## src/rtl/fetch_unit.sv

```systemverilog
// rtl/fetch_unit.sv - RV32 instruction-fetch stage: PC register, req/ack imem fetch, halt and error tracking.
module fetch_unit #(
  parameter int              XLEN     = 32,
  parameter logic [XLEN-1:0] RESET_PC = '0,
  parameter int              MAX_WAIT = 15
) (
  input  logic            clk,
  input  logic            rst,
  output logic            imem_req,
  output logic [XLEN-1:0] imem_addr,
  input  logic            imem_ack,
  input  logic [31:0]     imem_rdata,
  output logic [31:0]     instr,
  output logic            instr_valid,
  input  logic            instr_ready,
  output logic [XLEN-1:0] pc,
  output logic [XLEN-1:0] pc_plus4,
  input  logic            PCSrc,
  input  logic [XLEN-1:0] ImmExt,
  input  logic            load,
  output logic            halted,
  output logic            fetch_err
);

  typedef enum logic [2:0] {IDLE, REQ, HOLD, HALT, ERR} state_t;

  localparam logic [7:0] MAX_CNT = 8'(MAX_WAIT);

  state_t          state;
  logic [7:0]      wait_cnt;
  logic [7:0]      cnt_inc;
  logic [XLEN-1:0] next_pc;

  assign imem_addr = pc;
  assign pc_plus4  = pc + {{(XLEN-3){1'b0}}, 3'd4};
  assign next_pc   = PCSrc ? (pc + ImmExt) : pc_plus4;
  assign cnt_inc   = wait_cnt + 8'd1;

  always_ff @(posedge clk or posedge rst) begin
    if (rst) begin
      state       <= IDLE;
      pc          <= RESET_PC;
      instr       <= '0;
      instr_valid <= 1'b0;
      imem_req    <= 1'b0;
      halted      <= 1'b0;
      fetch_err   <= 1'b0;
      wait_cnt    <= '0;
    end else begin
      case (state)
        IDLE: begin
          state    <= REQ;
          imem_req <= 1'b1;
          wait_cnt <= '0;
        end
        REQ: begin
          // An ack arriving on the final allowed cycle still wins over the timeout.
          if (imem_ack) begin
            instr       <= imem_rdata;
            instr_valid <= 1'b1;
            imem_req    <= 1'b0;
            wait_cnt    <= '0;
            state       <= HOLD;
          end else if (cnt_inc == MAX_CNT) begin
            imem_req  <= 1'b0;
            fetch_err <= 1'b1;
            state     <= ERR;
          end else begin
            wait_cnt <= cnt_inc;
          end
        end
        HOLD: begin
          if (instr_ready) begin
            instr_valid <= 1'b0;
            if (!load) begin
              halted <= 1'b1;
              state  <= HALT;
            end else if (next_pc[1:0] != 2'b00) begin
              fetch_err <= 1'b1;
              state     <= ERR;
            end else begin
              pc       <= next_pc;
              imem_req <= 1'b1;
              state    <= REQ;
            end
          end
        end
        default: begin
          // HALT and ERR are sticky until reset.
          state <= state;
        end
      endcase
    end
  end

endmodule

```

## config.mk

```make
export PLATFORM = sky130hd
export DESIGN_NAME = fetch_unit
export DESIGN_NICKNAME = d
export VERILOG_FILES = /design/src/rtl/fetch_unit.sv
export SDC_FILE = /design/constraint.sdc
export NUM_CORES = 1
export LEC_CHECK = 0
export CORE_UTILIZATION = 35
export CTS_CLUSTER_DIAMETER = 150
export CTS_CLUSTER_SIZE = 20
export DETAILED_ROUTE_END_ITERATION = 10
export PLACE_DENSITY = 0.64
export REMOVE_ABC_BUFFERS = 1
export SYNTH_ARGS = -nofsm -noshare
export SYNTH_HDL_FRONTEND = slang
export SYNTH_SLANG_ARGS = --single-unit
```

## constraint.sdc

```tcl
create_clock -name clk -period 2.9 [get_ports clk]
set_input_delay 0.58 -clock clk [delete_from_list [all_inputs] [get_ports clk]]
set_output_delay 0.58 -clock clk [all_outputs]
set_load 0.01 [all_outputs]
```

==> run metrics, run 1 <==
ANT nets after route=0; worst vdd ir=369 uV; share of cells above drive strength 1=21.6%; Final Non-Filler Cells=1,168; CP max stage cell=dfrtp_1; Horiz. Die Dim=133 um; Max FO, Critical Path=4; LEAKAGE=3.98 nW; status=finished clean; post-route cell area=9100 um^2; clk buf depth=2; worst min-delay path category=flop to flop; # DRC=0; maxcap violations=0; Vias=5,879; fin nets=1,048; Initial Utilization=36.0%; vias in the first global route=5,572; Tcrit/Tclk final=97.6%; register area=1980 um^2; total core area=16,600 um^2; DIE AREA=17,600 um^2; All-Layer GR Usage=20.3%; flops & latches, synth=79; dpl hpwl=13.7 mm; Worst Skew=6.60 ps; Top FF cell, synth=dfrtp_1; largest net degree at the start of global routing=47; Worst slew margin=45.2%; Fmax=0.353 GHz; TritonCTS clock tree=done; RSZ-0062 raised after global routing=true; Synth top area share=33.0%; routed vias/inst=5.03; hold depth=1; clock buffer count from CTS=9; # IOs=202; grt total ovfl=0; diodes inserted=0; post-synthesis area per instance=8.79 um^2; sequential share of the synthesized area=33.0%; CP max stage delay=370 ps; initial antenna violation count=0; Worst R2R Path Depth=11; DR WL/cell=15.2 um; gp weighted congestion=0.877; Hold-fix buffers, CTS=0; crit path DAT=2250 ps; Skew-Pair Late Insertion Delay=350 ps; H-tree Lvls=3; Port Buffers=201; Req. time, crit path=2320 ps; top-count cell post-synth=dfrtp_1; Commonest cells post-synth=dfrtp_1, nand2_1, o21ai_0, a21oi_1, nor2_1; synthesized area=5990 um^2; first-pass GRT wire length=28.6 mm; Tot Pwr=6.82 mW; crit start category=flop; synth top area cells=dfrtp_1, ha_1, mux2_2; Max Transition Viols Final=0; Yosys warnings=0; Reg clk slew, reported paths=70 ps; Final min period=2830 ps; Yosys cell types=68; root buf cell=clkbuf_16; largest area contributor in the netlist=dfrtp_1; Final Util=54.7%; kind of critical path=flop to primary output; final setup fails=0; Post-Syn Instances=681; Multi-input gate area=3650 um^2; area of placed instances=8690 um^2; Async S/R FF share, synth=100%; final WL=17.8 mm; num rows=47; Pwr Density=749 nW/um^2; Fin. Hold Viols=0; number of synthesized flops with an enable pin=0; Area Growth Syn to Fin=52.0%; DRT iter0 DRCs=218; Hold WS=470 ps; # placed instances=1,149; Pre-antenna DRT Iters=4; FILL cells=1,576; clock sinks=79; Least-Margin Pin Slew=821 ps; element type at the critical path end=primary output; die height=133 um; worst path cell trace=ha_2 > nand3_2 > nor2_4 > nand2_2 > nor3_2 > buf_4 > and4_4 > xor2_1 > clkdlybuf4s15_2
cells in the final DEF (no fill, tap or decap), types with 8 or more instances in the layout:
| master | count |
|---|---|
| a21o_1 | 8 |
| clkbuf_16 | 9 |
| o211ai_1 | 8 |
| o21ai_0 | 56 |
| buf_4 | 109 |
| nand2b_1 | 9 |
| nand3_1 | 19 |
| and3_1 | 8 |
| dlygate4sd2_1 | 12 |
| xnor2_1 | 30 |
| nor3_1 | 12 |
| nor2_1 | 41 |
| nand2_1 | 66 |
| ha_1 | 32 |
| a21oi_1 | 49 |
| dfrtp_1 | 79 |
| nand4_1 | 10 |
| o21ai_1 | 8 |
| xor2_1 | 25 |
| inv_1 | 15 |
| mux2_2 | 33 |
| clkdlybuf4s50_1 | 179 |
cell families (layout without fill, tap and decap cells):
group           count (synthesis)  count (layout)  share of synthesized area, %
mux                            38              38                          7.04
buf+inv                        79             346                          7.90
fa+ha+maj                      35              35                          7.44
compound gates                183             183                          18.3
xor+xnor                       55              55                          8.04
simple gates                  212             212                          18.3
flops                          79              79                          33.0
metrics by stage:
step | setup WS, ps | TNS [ps]
2_1_floorplan | -160 | -609
3_3_place_gp | -354 | -6880
3_5_place_dp | -414 | -8240
4_1_cts | -69.8 | -80.1
5_1_grt | -36.6 | -86.5
6_report | 68.5 | 0
flip-flops by register name, indices dropped and copies added, names as in the netlist:
signal	flops
instr	32
fetch_err	1
state	3
imem_req	1
halted	1
instr_valid	1
imem_addr	32
wait_cnt	8
power breakdown:
group	leakage (nW)	internal (mW)	total (mW)	switching (mW)
Sequential	0.976	1.48	1.78	0.302
Clock	0.146	0.620	1.14	0.521
Combinational	2.86	2.16	3.90	1.73
Total	3.98	4.26	6.82	2.56
area by class of cell:
type	count	area share, %
Inverter	16	0.674
Clock inverter	6	0.564
Multi-Input combinational cell	523	40.1
Clock buffer	10	2.63
Tap cell	220	3.02
Sequential cell	79	21.7
Timing Repair Buffer	314	31.3
worst max-delay path: cells and delay by family (launching register included):
| family | cells | cell delay (ps) |
|---|---|---|
| xor gates and xnor gates | 1 | 150 |
| adders and majority gates | 1 | 200 |
| DFF | 1 | 370 |
| buffers and inverters | 2 | 400 |
| and+or+nand+nor | 5 | 800 |
final timing paths:
| kind | slack [ps] | end | startpoint |
|---|---|---|---|
| setup / recovery | 70 | pc_plus4[30] | imem_addr[2] |
| hold / removal | 470 | fetch_err | fetch_err |
| setup reg to reg | 250 | imem_addr[28] | imem_addr[4] |
| hold reg to reg | 470 | fetch_err | fetch_err |
| max in group asynchronous | 1550 | instr[4] | rst |
| min in group asynchronous | 690 | instr[24] | rst |
what timing repair did:
action | in CTS | in global routing
gates resized for setup | 35 | 28
pin swaps | 2 | 11
endpoints found under the setup margin | 24 | 37
buffers inserted | 1 | 2
cloned | 0 | 0
metal layers:
layer / global-route usage (%) / vias up / wire length [um]
met1: 27.3 / 2768 / 8350
met4: 7.47 / 0 / 342
met3: 3.41 / 16 / 941
met5: 0 / - / 0
li1: - / 2934 / -
met2: 32.6 / 161 / 8130
(Power assumes the default switching activity.)
==> inputs of run 2 (changes only) <==
--- a/config.mk
+++ b/config.mk
@@ -5,7 +5,9 @@
 export SDC_FILE = /design/constraint.sdc
 export NUM_CORES = 1
 export LEC_CHECK = 0
+export CORE_MARGIN = 1
 export CORE_UTILIZATION = 35
+export CTS_BUF_LIST = sky130_fd_sc_hd__clkbuf_8
 export CTS_CLUSTER_DIAMETER = 150
 export CTS_CLUSTER_SIZE = 20
 export DETAILED_ROUTE_END_ITERATION = 10
==> run 2 against run 1 <==
Cell area is 1.1% lower; critical path type unchanged; sequential share of layout area increased by 0.24 points; final cell count barely moved; register-to-register slack got worse by 60 ps.
==> run metrics, run 2 (synthesis results as in run 1) <==
commonest cells after routing, fill and taps aside=clkdlybuf4s50_1, buf_4, dfrtp_1, nand2_1, o21ai_0; Port Buffers=201; initial antenna violation count=0; Setup Total Neg Slack=0 ps; worst path cell trace=ha_2 > nand3_2 > nor2_4 > nand2_2 > nor3_2 > buf_4 > and4_4 > xor2_1 > clkdlybuf4s15_2; Tcrit/Tclk final=99.6%; grt total ovfl=0; dpl hpwl=13.7 mm; Final min period=2890 ps; diodes inserted=0; maxcap violations=0; RSZ-0062 raised after global routing=true; first-pass GRT wire length=28.4 mm; TritonCTS clock tree=done; Skew-Pair Late Insertion Delay=370 ps; DIE AREA=17,600 um^2; Max FO, Critical Path=4; crit start category=flop; final setup fails=0; Crit path max-delay family=simple AND/OR/NAND/NOR gates; area of placed instances=8690 um^2; gp weighted congestion=0.877; Pre-antenna DRT Iters=5; Worst Skew=10.3 ps; Hold-fix buffers, CTS=0; Reg clk slew, reported paths=100 ps; All-Layer GR Usage=20.2%; Horiz. Die Dim=133 um; die height=133 um; FILL cells=1,594; fin nets=1,049; Worst Path Buf+Inv=2; Fin. Hold Viols=0; post-route setup slack=10.3 ps; worst min-delay path category=flop to flop; CP max stage delay=380 ps; # DRC=0; Hold WS=476 ps; Max Transition Viols Final=0; total core area=16,600 um^2; largest net degree at the start of global routing=47; status=finished clean; Fmax=0.346 GHz; DR WL/cell=15.2 um; Least-Margin Pin Slew=808 ps; Initial Utilization=36.0%; CP max stage cell=dfrtp_1; Place WS=-414 ps; DRT iter0 DRCs=201; worst vdd ir=350 uV; LEAKAGE=3.96 nW; H-tree Lvls=3; Worst slew margin=46.1%; final WL=17.8 mm; # IOs=202; most common cell after layout, fill and taps aside=clkdlybuf4s50_1; clock sinks=79; Vias=5,871; post-route cell area=9000 um^2; Pwr Density=723 nW/um^2; vias in the first global route=5,552; share of cells above drive strength 1=22.2%; crit path DAT=2310 ps; kind of critical path=flop to primary output; clock buffer count from CTS=9; root buf cell=clkbuf_8; clk buf depth=2; Final Util=54.1%; ANT nets after route=0; element type at the critical path end=primary output; Area Growth Syn to Fin=50.3%; routed vias/inst=5.02; num rows=47; Req. time, crit path=2320 ps
-- run 2: layout make-up --
type                       instances  area, um^2  area share (%)
clock buffer                      10         138            1.53
clock inverter                     6        51.3           0.570
inverter                          16        61.3           0.681
multi-input combinational        523        3660            40.7
sequential                        79        1980            22.0
tap                              220         275            3.06
timing repair buffer             315        2840            31.5
-- run 2: path summary, 6_finish.rpt --
path	from	endpoint	slack (ps)	depth (start not counted)
setup reg to reg	imem_addr[4]	imem_addr[27]	190	10
hold reg to reg	fetch_err	fetch_err	480	1
min in group asynchronous	rst	instr[24]	660	2
max in group asynchronous	rst	instr[9]	1590	3
setup / recovery	imem_addr[2]	pc_plus4[30]	10	9
hold / removal	fetch_err	fetch_err	480	1
-- run 2: power breakdown --
| group | internal (mW) | switching [mW] | leakage, nW |
|---|---|---|---|
| clock | 0.350 | 0.480 | 0.0996 |
| sequential | 1.48 | 0.300 | 0.976 |
| combinational | 2.16 | 1.73 | 2.88 |
-- run 2: stage by stage --
stage / power (mW) / std cells
2_1_floorplan: 3.62 / 618
3_3_place_gp: 5.67 / 1149
3_5_place_dp: 5.70 / 1149
5_1_grt: 6.99 / 1169
6_report: 6.51 / 1169
4_1_cts: 6.54 / 1166
-- run 2: metal layers --
metal,vias to the layer above,global-route usage [%],wire (um)
li1,2934,-,-
met1,2752,27.3,8410
met2,166,32.5,8100
met3,19,3.33,907
met4,0,7.28,365
met5,-,0,0
-- run 2: what timing repair did --
item                       in CTS  in global routing
setup endpoints to repair      22                 38
resized for setup              47                 30
pin swaps                       1                  6
buffers inserted                1                  3
==> inputs of run 3 (changes only) <==
--- a/config.mk
+++ b/config.mk
@@ -5,13 +5,13 @@
 export SDC_FILE = /design/constraint.sdc
 export NUM_CORES = 1
 export LEC_CHECK = 0
-export CORE_MARGIN = 1
-export CORE_UTILIZATION = 35
+export CORE_MARGIN = 2
+export CORE_UTILIZATION = 43
 export CTS_BUF_LIST = sky130_fd_sc_hd__clkbuf_8
 export CTS_CLUSTER_DIAMETER = 150
 export CTS_CLUSTER_SIZE = 20
 export DETAILED_ROUTE_END_ITERATION = 10
-export PLACE_DENSITY = 0.64
+export PLACE_DENSITY = 0.76
 export REMOVE_ABC_BUFFERS = 1
 export SYNTH_ARGS = -nofsm -noshare
 export SYNTH_HDL_FRONTEND = slang
==> run 3 against run 2 <==
Via count increased by 1.5%; maximum frequency up 2.7%; critical path type unchanged; register-to-register slack got worse by 60 ps; critical path depth is the same; largest power group unchanged; worst hold slack gained 8.0 ps; cell area down 0.40%; routed wire length up 0.29%; final cell count down 3.8%.
==> run metrics, run 3 (synthesis results as in run 1) <==
Worst R2R Path Depth=13; crit path DAT=2230 ps; Comb pwr share=59.4%; DIE AREA=14,900 um^2; RSZ-0062 raised after global routing=true; Req. time, crit path=2320 ps; crit start category=flop; diodes inserted=0; worst min-delay path category=flop to flop; kind of critical path=flop to primary output; DRT iter0 DRCs=263; num rows=43; Pwr Density=738 nW/um^2; largest net degree at the start of global routing=43; first-pass GRT wire length=27.3 mm; final setup fails=0; commonest cells after routing, fill and taps aside=clkdlybuf4s50_1, buf_4, dfrtp_1, nand2_1, o21ai_0; vias in the first global route=5,488; # IOs=202; total core area=13,700 um^2; Final min period=2810 ps; Fin. Hold Viols=0; FILL cells=1,178; TritonCTS clock tree=done; Worst slew margin=56.1%; dpl hpwl=13.5 mm; Max Transition Viols Final=0; clock buffer count from CTS=9; Setup Total Neg Slack=0 ps; fin nets=1,044; Least-Margin Pin Slew=658 ps; Pint=4.05 mW; hold depth=2; Worst Skew=13.8 ps; Area Growth Syn to Fin=49.7%; clk buf depth=2; Reg clk slew, reported paths=100 ps; switching power total=2.56 mW; element type at the critical path end=primary output; Skew-Pair Late Insertion Delay=380 ps; share of cells above drive strength 1=22.1%; Horiz. Die Dim=122 um; Pre-antenna DRT Iters=5; post-route cell area=8970 um^2; area of placed instances=8640 um^2; H-tree Lvls=3; DR WL/cell=15.9 um; Final Util=65.4%; die height=122 um; status=finished clean; Tot Pwr=6.61 mW; Fmax=0.355 GHz; Seq pwr share=27.0%; ANT nets after route=0; root buf cell=clkbuf_8; final WL=17.8 mm; most common cell after layout, fill and taps aside=clkdlybuf4s50_1; Vias=5,962; grt total ovfl=0; maxcap violations=0; initial antenna violation count=0; All-Layer GR Usage=23.2%; clock sinks=79; Initial Utilization=43.6%; Tcrit/Tclk final=97.0%; worst vdd ir=373 uV; Switching Share=38.7%; gp weighted congestion=0.993; register area=1980 um^2; Port Buffers=201; clock power share=13.5%; # DRC=0; routed vias/inst=5.30; LEAKAGE=3.91 nW; Max FO, Critical Path=4; Multi-input gate area=3670 um^2
-- run 3: critical path, stage by stage (launching register included) --
cell and delay, ps:
dfrtp_1 440, ha_2 210, nand3_1 120, nor2_2 130, nand2_2 100, nor3_2 180, buf_4 160, and4_4 230
xor2_1 130, buf_2 150
-- run 3: power by group through the flow --
stage | logic [mW] | clock network (mW) | registers [mW]
floorplan | 1.54 | 0 | 2.09
global placement | 3.86 | 0 | 1.77
detailed placement | 3.91 | 0 | 1.80
CTS | 3.90 | 0.906 | 1.78
global route | 4.28 | 0.951 | 1.85
finish | 3.93 | 0.894 | 1.79
-- run 3: path summary, 6_finish.rpt --
kind / from / end / slack (ps)
min in group asynchronous: rst / fetch_err / 600
worst min register to register: halted / halted / 480
worst max-delay path: imem_addr[2] / pc_plus4[30] / 90
worst min-delay path: halted / halted / 480
worst max register to register: imem_addr[2] / imem_addr[22] / 130
max in group asynchronous: rst / imem_addr[29] / 1640
-- run 3: layer usage --
metal | up-vias | GRT usage [%] | routed length (um)
li1 | 2932 | - | -
met1 | 2771 | 31.0 | 7990
met2 | 226 | 37.4 | 8170
met4 | 0 | 9.27 | 445
met5 | - | 0 | 0
met3 | 33 | 3.89 | 1220
-- run 3: final cells by class --
class,count,area share [%]
multi-input cells,523,41.0
repair buffers,310,31.5
flip-flops and latches,79,22.1
well taps,180,2.51
clock buffers,9,1.38
clock inverters,7,0.907
inverters,16,0.684
-- run 3: through the flow --
step                instances  hold slack, ps  setup slack (ps)
finish                   1124             484              86.2
global route             1124             497             -18.7
floorplan                 618             484              -160
CTS                      1121             486             -41.8
detailed placement       1104             462              -311
global placement         1104             459              -273
-- run 3: timing repair --
| action | CTS | global route |
|---|---|---|
| setup buffers | 1 | 3 |
| cloned | 0 | 0 |
| resized for setup | 35 | 37 |
| endpoints found under the setup margin | 19 | 26 |
| hold buffers | 0 | 0 |
| hold endpoints to repair | 0 | 0 |
| pin swaps | 1 | 11 |
